### config.mk
export PLATFORM = sky130hd
export DESIGN_NAME = elpis_uart_tx
export DESIGN_NICKNAME = d
export VERILOG_FILES = /design/src/rtl/elpis_uart_tx.sv
export SDC_FILE = /design/constraint.sdc
export NUM_CORES = 1
export LEC_CHECK = 0
export CORE_MARGIN = 5
export CORE_UTILIZATION = 50
export DETAILED_ROUTE_END_ITERATION = 10
export HOLD_SLACK_MARGIN = 0.03
export PLACE_DENSITY = 0.72
export SLEW_MARGIN = 20
export SYNTH_ARGS = -nofsm -noshare
export SYNTH_HDL_FRONTEND = slang
export SYNTH_SLANG_ARGS = --single-unit
### constraint.sdc
create_clock -name wb_clk_i -period 4.5 [get_ports wb_clk_i]
set_input_delay 0.9 -clock wb_clk_i [delete_from_list [all_inputs] [get_ports wb_clk_i]]
set_output_delay 0.9 -clock wb_clk_i [all_outputs]
set_load 0.01 [all_outputs]
### src/rtl/elpis_uart_tx.sv
// elpis_uart_tx - buffered 8N1 UART transmitter for the Elpis user project.
//
// Bytes written by the core's output path are queued in a small circular
// FIFO and shifted out LSB first as start bit, eight data bits and a stop
// bit. Every bit lasts P = max(div_i, 2) clock cycles, with P latched at
// the start of each frame. Back-to-back frames have no idle gap between
// them. All logic runs on the rising edge of wb_clk_i.
//
// Ports
//   wb_clk_i    clock
//   wb_rst_i    synchronous active-high reset
//   div_i       clock cycles per bit, sampled at frame start (0/1 -> 2)
//   wr_en_i     push wr_data_i into the FIFO this cycle
//   wr_data_i   byte to transmit
//   clr_ovf_i   clears overflow_o
//   tx_o        serial line, idle high (registered)
//   tx_oeb_o    pad output enable, active-low, tied to 0
//   busy_o      frame in progress or FIFO non-empty
//   full_o      FIFO holds FIFO_DEPTH bytes (registered)
//   empty_o     FIFO holds no bytes (registered)
//   level_o     FIFO occupancy (registered)
//   overflow_o  sticky flag: a write was dropped (registered)

module elpis_uart_tx #(
  parameter int FIFO_DEPTH = 8,
  parameter int DIV_WIDTH  = 16
) (
  input  logic                          wb_clk_i,
  input  logic                          wb_rst_i,
  input  logic [DIV_WIDTH-1:0]          div_i,
  input  logic                          wr_en_i,
  input  logic [7:0]                    wr_data_i,
  input  logic                          clr_ovf_i,
  output logic                          tx_o,
  output logic                          tx_oeb_o,
  output logic                          busy_o,
  output logic                          full_o,
  output logic                          empty_o,
  output logic [$clog2(FIFO_DEPTH):0]   level_o,
  output logic                          overflow_o
);

  localparam int AW = $clog2(FIFO_DEPTH);
  localparam int LW = AW + 1;

  localparam logic [1:0] ST_IDLE  = 2'd0;
  localparam logic [1:0] ST_START = 2'd1;
  localparam logic [1:0] ST_DATA  = 2'd2;
  localparam logic [1:0] ST_STOP  = 2'd3;

  // FIFO storage and bookkeeping
  logic [7:0]           r_mem [FIFO_DEPTH];
  logic [AW-1:0]        r_wptr;
  logic [AW-1:0]        r_rptr;
  logic [LW-1:0]        r_level;
  logic                 r_full;
  logic                 r_empty;
  logic                 r_ovf;

  // Serialiser state
  logic [1:0]           r_state;
  logic [DIV_WIDTH-1:0] r_cnt;
  logic [DIV_WIDTH-1:0] r_period;
  logic [2:0]           r_bit_idx;
  logic [7:0]           r_shift;
  logic                 r_tx;

  logic                 w_push;
  logic                 w_drop;
  logic                 w_pop;
  logic                 w_cnt_zero;
  logic [DIV_WIDTH-1:0] w_period;
  logic [7:0]           w_head;
  logic [LW-1:0]        w_level_nxt;

  assign w_push     = wr_en_i & ~r_full;
  // A write against a full FIFO is dropped even if a pop frees a slot in
  // the same cycle; full is the registered view the writer saw.
  assign w_drop     = wr_en_i & r_full;
  assign w_cnt_zero = (r_cnt == {DIV_WIDTH{1'b0}});
  assign w_period   = (div_i < DIV_WIDTH'(2)) ? DIV_WIDTH'(2) : div_i;
  assign w_head     = r_mem[r_rptr];

  // Pop request: a new frame starts from IDLE, or straight after the last
  // stop-bit cycle so consecutive frames are contiguous.
  always_comb begin
    w_pop = 1'b0;
    case (r_state)
      ST_IDLE: w_pop = ~r_empty;
      ST_STOP: w_pop = w_cnt_zero & ~r_empty;
      default: w_pop = 1'b0;
    endcase
  end

  // Next FIFO occupancy from the accepted push and the pop
  always_comb begin
    w_level_nxt = r_level;
    if (w_push && !w_pop) begin
      w_level_nxt = r_level + LW'(1);
    end else if (!w_push && w_pop) begin
      w_level_nxt = r_level - LW'(1);
    end else begin
      w_level_nxt = r_level;
    end
  end

  // FIFO storage write port (contents need no reset; level gates reads)
  always_ff @(posedge wb_clk_i) begin
    if (w_push) begin
      r_mem[r_wptr] <= wr_data_i;
    end
  end

  // FIFO pointers, level and registered full/empty flags
  always_ff @(posedge wb_clk_i) begin
    if (wb_rst_i) begin
      r_wptr  <= {AW{1'b0}};
      r_rptr  <= {AW{1'b0}};
      r_level <= {LW{1'b0}};
      r_full  <= 1'b0;
      r_empty <= 1'b1;
    end else begin
      if (w_push) begin
        r_wptr <= r_wptr + AW'(1);
      end
      if (w_pop) begin
        r_rptr <= r_rptr + AW'(1);
      end
      r_level <= w_level_nxt;
      r_full  <= (w_level_nxt == LW'(FIFO_DEPTH));
      r_empty <= (w_level_nxt == {LW{1'b0}});
    end
  end

  // Sticky overflow flag; a dropped write beats a simultaneous clear
  always_ff @(posedge wb_clk_i) begin
    if (wb_rst_i) begin
      r_ovf <= 1'b0;
    end else if (w_drop) begin
      r_ovf <= 1'b1;
    end else if (clr_ovf_i) begin
      r_ovf <= 1'b0;
    end
  end

  // Frame serialiser: the counter runs P-1 down to 0 for each bit, so
  // every bit, including start and stop, occupies exactly P cycles.
  always_ff @(posedge wb_clk_i) begin
    if (wb_rst_i) begin
      r_state   <= ST_IDLE;
      r_cnt     <= {DIV_WIDTH{1'b0}};
      r_period  <= {DIV_WIDTH{1'b0}};
      r_bit_idx <= 3'd0;
      r_shift   <= 8'd0;
      r_tx      <= 1'b1;
    end else begin
      case (r_state)
        ST_IDLE: begin
          r_tx <= 1'b1;
          if (w_pop) begin
            r_shift  <= w_head;
            r_period <= w_period;
            r_cnt    <= w_period - DIV_WIDTH'(1);
            r_tx     <= 1'b0;
            r_state  <= ST_START;
          end
        end
        ST_START: begin
          if (w_cnt_zero) begin
            r_state   <= ST_DATA;
            r_bit_idx <= 3'd0;
            r_tx      <= r_shift[0];
            r_cnt     <= r_period - DIV_WIDTH'(1);
          end else begin
            r_cnt <= r_cnt - DIV_WIDTH'(1);
          end
        end
        ST_DATA: begin
          if (w_cnt_zero) begin
            r_cnt <= r_period - DIV_WIDTH'(1);
            if (r_bit_idx == 3'd7) begin
              r_state <= ST_STOP;
              r_tx    <= 1'b1;
            end else begin
              r_bit_idx <= r_bit_idx + 3'd1;
              r_shift   <= {1'b0, r_shift[7:1]};
              r_tx      <= r_shift[1];
            end
          end else begin
            r_cnt <= r_cnt - DIV_WIDTH'(1);
          end
        end
        ST_STOP: begin
          if (w_cnt_zero) begin
            if (w_pop) begin
              r_shift  <= w_head;
              r_period <= w_period;
              r_cnt    <= w_period - DIV_WIDTH'(1);
              r_tx     <= 1'b0;
              r_state  <= ST_START;
            end else begin
              r_state <= ST_IDLE;
              r_tx    <= 1'b1;
            end
          end else begin
            r_cnt <= r_cnt - DIV_WIDTH'(1);
          end
        end
        default: begin
          r_state <= ST_IDLE;
          r_tx    <= 1'b1;
        end
      endcase
    end
  end

  assign tx_o       = r_tx;
  assign tx_oeb_o   = 1'b0;
  assign busy_o     = (r_state != ST_IDLE) | ~r_empty;
  assign full_o     = r_full;
  assign empty_o    = r_empty;
  assign level_o    = r_level;
  assign overflow_o = r_ovf;

endmodule

; ---- Word level (Yosys, flattened, before mapping)
; Memories as Yosys holds them, arrays and structs flattened. A register that Yosys moved wholly into a read port is not among the register bits.
; Cells that the tools add are included.
[word_totals]
word_cells = 96
latch_bits = 0
inputBits = 28
n_memories = 1
out_inout_bits = 10
reg_bits = 59
ramBits = 64
romBits = 0
[classes]
mul = 0
bitwise = 6
n_reduce_logical = 18
eq_ne = 11
n_lt_le_gt_ge = 1
n_addsub = 8
shifts = 0
div = 0
mux = 39
[mem_list]
columns = memory, depth, width, read_ports, rd_clocked_by_memory_dff, write_ports, line_no
row1 = r_mem, 8, 8, 1, 1, 1, 52  ; logic [7:0] r_mem [FIFO_DEPTH];
[ops]
columns = op, n
row1 = $mux 16, 6
row2 = $pmux 16 s3, 1
row3 = $sub 16x1->16 const B, 3
row4 = $mux 8, 4
row5 = $pmux 16 s2, 1
row6 = $pmux 8 s3, 1
row7 = $logic_not 16->1, 1
row8 = $lt 16x2->1 const B, 1
row9 = $mux 3, 5
row10 = $ne 2x2->1 const B, 6
row11 = $mux 1, 10
row12 = $mux 2, 5
row13 = $add 3x1->3 const B, 3
row14 = $mux 4, 2
row15 = $pmux 2 s4, 1
row16 = $reduce_and 4->1, 2
row17 = $reduce_bool 2->1, 4
row18 = $pmux 3 s2, 1
row19 = $reduce_and 5->1, 1
row20 = $add 4x1->4 const B, 1
row21 = $eq 2x2->1 const B, 2
row22 = $eq 4x4->1 const B, 1
row23 = $logic_not 4->1, 1
row24 = $pmux 1 s4, 1
row25 = other kinds (14), 19

; ---- Longest topological paths before layout
; Gate-level depths: netlist (run 1).
[logic_depth]
depth_word = 7
ltp_mapped = 12
ltp_nobuf = 11

; ---- Least setup slack after synthesis (run 1)
; Ideal clock, no wire load.
[synth_timing]
path_kind = input to register
from = input div_i[8]
to = register r_cnt[10]
required_time_ps = 4413
arrival_ps = 3616
setup_ps = 87
path_slack_ps = 797
n_path_buf = 0
stages = 11
cell_sequence = or4_1 nor4b_2 nand2_1 nand2_1 ha_1 nor3b_1 nand2_1 or3_1 xor2_1 a2111o_1 o31ai_1
[synth_between]
elab_chain_cells = 6
[synth_lines]
columns = element, line_no
row1 = "start, declared", 30  ; input logic [DIV_WIDTH-1:0] div_i,
row2 = $lt 16x2->1, 81  ; assign w_period = (div_i < DIV_WIDTH'(2)) ? DIV_WIDTH'(2) : div_i;
row3 = $mux 16 (*), 81
row4 = $sub 16x1->16 (*), "163, 198"
row5 = $mux 16 (*), "160, 195"
row6 = $mux 16, 194  ; if (w_cnt_zero) begin
row7 = $pmux 16 s3 (*), 157  ; case (r_state)
row8 = "end signal, assigned", 163  ; r_cnt <= w_period - DIV_WIDTH'(1);
row9 = "end signal, assigned", 198  ; r_cnt <= w_period - DIV_WIDTH'(1);
row10 = "end signal, assigned", 206  ; r_cnt <= r_cnt - DIV_WIDTH'(1);
row11 = "end, declared", 62  ; logic [DIV_WIDTH-1:0] r_cnt;
; Every way passes the cells marked *; elsewhere a longest branch is shown, timed or not.
; A chain may end at the register's enable or synchronous reset.

; ---- Worst setup path after layout (run 1)
[layout_timing]
from = input div_i[11]
to = register r_cnt[10]
[layout_between]
elab_chain_cells = 6
[layout_lines]
columns = element, line_no
row1 = $lt 16x2->1 (*), 81
row2 = $mux 16 (*), 81
row3 = $sub 16x1->16 (*), "163, 198"
row4 = $mux 16 (*), "160, 195"
row5 = $mux 16, 194
row6 = $pmux 16 s3 (*), 157
; Marks and branches as above.

==> results.md, run 1 <==
- Status: finished, final reports clean
- Post-synth EDFFs: 64
- Mapped Nets: 651
- Yosys warning count: 0
- RSZ-0062 raised after global routing: false
- Area Growth Syn to Fin: 16.36%
- Asr flop ratio synth: 0%
- Initial antenna violation count: 0
- Dpl hpwl: 10650 µm
- Final Max Tran Viols: 0
- Initial Utilization: 50.98%
- Leak: 2.604 nW
- Ports: 38
- Crit share post-route: 86.55%
- Setup bufs post-CTS: 0
- Share of cells above drive strength 1: 12.50%
- Latest clock arrival within the worst-skew pair: 0.42 ns
- Post-Syn Instances: 610
- Number of port buffers: 36
- CTS root buffer: clkbuf_16
- Remaining Overflow, GRT: 0
- Max Root-Sink Buffers: 2
- CTS tree: built
- Drt initial violations: 394
- CTS Sinks: 126
- Hold Vio Cnt, Final: 0
- Fmax: 256.7 MHz
- Highest metal used: met4
- Vias per inst: 6.004
- Critical path type: input port to flop
- Post-synth top flop: edfxtp_1
- Arrival time worst endpoint: 4.22 ns
- Chip height: 123.4 µm
- Global-route wire length before repair: 24910 µm
- Final setup margin: 0.6051 ns
- Clock skew: 0.008804 ns
- Wire per inst: 19.00 µm
- Worst Hold Class: flop to flop
- Slew headroom: 38.18%
- Avg Cell Area, Syn: 10.55 µm²
- Crit. End Element: flop
- Chip width: 123.4 µm
- Startpoint Class: input port
- # rows: 41
- Post-route ant nets: 0
- Drt first pass iters: 5
- Gr usage total: 21.63%
- Via count: 4923
- Hold WS: 0.4554 ns
- Critical Path RT: 4.83 ns
- Vias in the first global route: 4826
- Max_cap viols: 0
- # DRC: 0
- M1 WL: 6200 µm
- Hold Buf Count CTS: 0
- DR WL met3: 808 µm
- Place WS: 0.2400 ns
- CTS buffer count: 17
- PD cells: 723.3 mW/mm²
- Cell Area, Synth: 0.006434 mm²
- DR WL met2: 8138 µm
- Die area: 0.01524 mm²
- H-tree levels: 4
- CP max FO: 5
- Final wirelength: 15580 µm
- Gpl congestion: 0.8562
- Area of the core: 0.01262 mm²
- Largest net degree at the start of global routing: 38
- TNS Setup: 0 ns
- Final setup viols: 0
- Post_cts resized: 0
- Placement Cell Area: 0.006908 mm²
- Sequential area share after synthesis: 49.16%
- CTS clk-pin slew, worst paths: 0.06 ns
- Nets: 676
- Worst-Margin Slew: 0.9239 ns
- FF+latch count, synth: 126
- Worst VDD drop: 0.3812 mV
- Synth cell types: 70
- Design Area, Final: 0.007486 mm²
- Ant. Diodes: 0
- Minimum clock period: 3.895 ns
-- path summary, 6_finish.rpt --
check,from,endpoint,depth (start not counted),slack (ns)
hold / removal,r_shift[7],r_shift[7],2,0.46
setup / recovery,div_i[11],r_cnt[10],12,0.61
hold reg to reg,r_shift[7],r_shift[7],2,0.46
setup reg to reg,r_cnt[0],r_period[6],8,1.02
-- cells in the mapped netlist (3+ instances only) --
cell type / instances / share of area, %
o31ai_1: 5 / 0.58
and2_1: 3 / 0.29
or4_4: 3 / 0.53
nor4_4: 3 / 0.99
or2_2: 3 / 0.29
mux4_2: 16 / 5.6
nand2b_1: 7 / 0.68
o21ai_0: 20 / 1.6
nand2_1: 76 / 4.4
clkbuf_1: 24 / 1.4
nor3_1: 14 / 1.1
a2111o_1: 3 / 0.53
o22ai_1: 3 / 0.29
nor4_1: 9 / 0.88
or3_1: 8 / 0.78
a221oi_1: 3 / 0.41
o211ai_1: 3 / 0.35
a22oi_1: 3 / 0.35
a21oi_1: 50 / 3.9
nor4b_1: 3 / 0.41
mux2i_1: 23 / 3.6
o32ai_1: 3 / 0.41
inv_1: 12 / 0.70
ha_1: 13 / 2.5
xnor2_1: 16 / 2.2
xor2_1: 22 / 3.0
buf_2: 9 / 0.70
edfxtp_1: 64 / 30
a31oi_1: 3 / 0.29
nand3_1: 10 / 0.78
a211oi_1: 6 / 0.70
dfxtp_1: 62 / 19
nor2_1: 50 / 2.9
o21a_1: 4 / 0.47
nand4_1: 6 / 0.58
-- cell families after synthesis --
family | Yosys count | synth area share [%]
and+or+nand+nor | 216 | 17.68
xor gates and xnor gates | 38 | 5.173
DFF | 126 | 49.16
adders and majority gates | 13 | 2.528
other | 1 | 0.05829
AOI/OAI and AO/OA | 123 | 12.41
muxes | 41 | 9.529
buffers and inverters | 52 | 3.461
-- layout make-up --
| cell class | count | area (µm²) |
|---|---|---|
| sequential | 126 | 3164 |
| tap | 172 | 215.2 |
| multi-input combinational | 432 | 3058 |
| timing repair buffer | 45 | 422.9 |
| fill | 1056 | 5134 |
| clock inverter | 15 | 151.4 |
| clock buffer | 17 | 425.4 |
| inverter | 13 | 48.80 |
-- power breakdown --
| part | switching [W] | leakage, nW | total, W | internal, W |
|---|---|---|---|---|
| Sequential | 0.000250 | 1.09 | 0.00166 | 0.00141 |
| Clock | 0.000561 | 0.287 | 0.00134 | 0.000780 |
| Combinational | 0.00142 | 1.23 | 0.00242 | 0.000996 |
-- registers in the layout (all words and copies together), names as in the netlist, named ones only --
| signal | count |
|---|---|
| r_mem | 64 |
| r_cnt | 16 |
| r_period | 16 |
| r_shift | 8 |
| level_o | 4 |
| r_bit_idx | 3 |
| r_rptr | 3 |
| r_wptr | 3 |
| r_state | 2 |
| empty_o | 1 |
| full_o | 1 |
| overflow_o | 1 |
| tx_o | 1 |
-- worst max-delay path, cell delays in order --
cell and delay, ns:
clkdlybuf4s50_1 0.48, or4_1 0.63, nor4b_2 0.32, nand2_1 0.14, nand2_1 0.10, ha_1 0.19, nor3b_1 0.28, nand2_1 0.17
or3_1 0.36, xor2_1 0.15, a2111o_1 0.41, o31ai_1 0.07
-- placed cells by master (no fill, tap or decap), types with 4 or more instances in the layout --
cell	n
nand2b_1	7
nand3_1	10
xnor2_1	16
ha_1	13
o31ai_1	5
a211oi_1	6
nor3_1	12
nor2_1	50
o21ai_0	20
nor4_1	9
nand2_1	76
clkdlybuf4s50_1	35
inv_1	12
inv_6	6
xor2_1	22
dfxtp_1	61
or3_1	8
nand4_1	6
mux4_2	16
edfxtp_1	64
o21a_1	4
clkbuf_16	17
buf_4	9
a21oi_1	50
mux2i_1	23
-- metal layers --
layer  vias up  GRT usage [%]
li1       2309              -
met1      2414          25.15
met2       165          37.82
met3        35          5.169
met4         0          9.619
met5         -              0
-- stage by stage --
step	power, W	cells	util [%]
4_1_cts	0.005401	820	59.31
3_3_place_gp	0.003959	788	54.74
5_1_grt	0.005751	820	59.32
2_1_floorplan	0.003487	610	-
6_report	0.005415	820	59.32
3_5_place_dp	0.004041	788	54.74
No activity file was read; power rests on OpenSTA's default activity.
==> inputs of run 2 (changes only) <==
--- a/config.mk
+++ b/config.mk
@@ -10,6 +10,7 @@
 export DETAILED_ROUTE_END_ITERATION = 10
 export HOLD_SLACK_MARGIN = 0.03
 export PLACE_DENSITY = 0.72
+export SKIP_CTS_REPAIR_TIMING = 1
 export SLEW_MARGIN = 20
 export SYNTH_ARGS = -nofsm -noshare
 export SYNTH_HDL_FRONTEND = slang
==> results of run 2 <==
Final layout, timing and power as in run 1 (identical DEF).
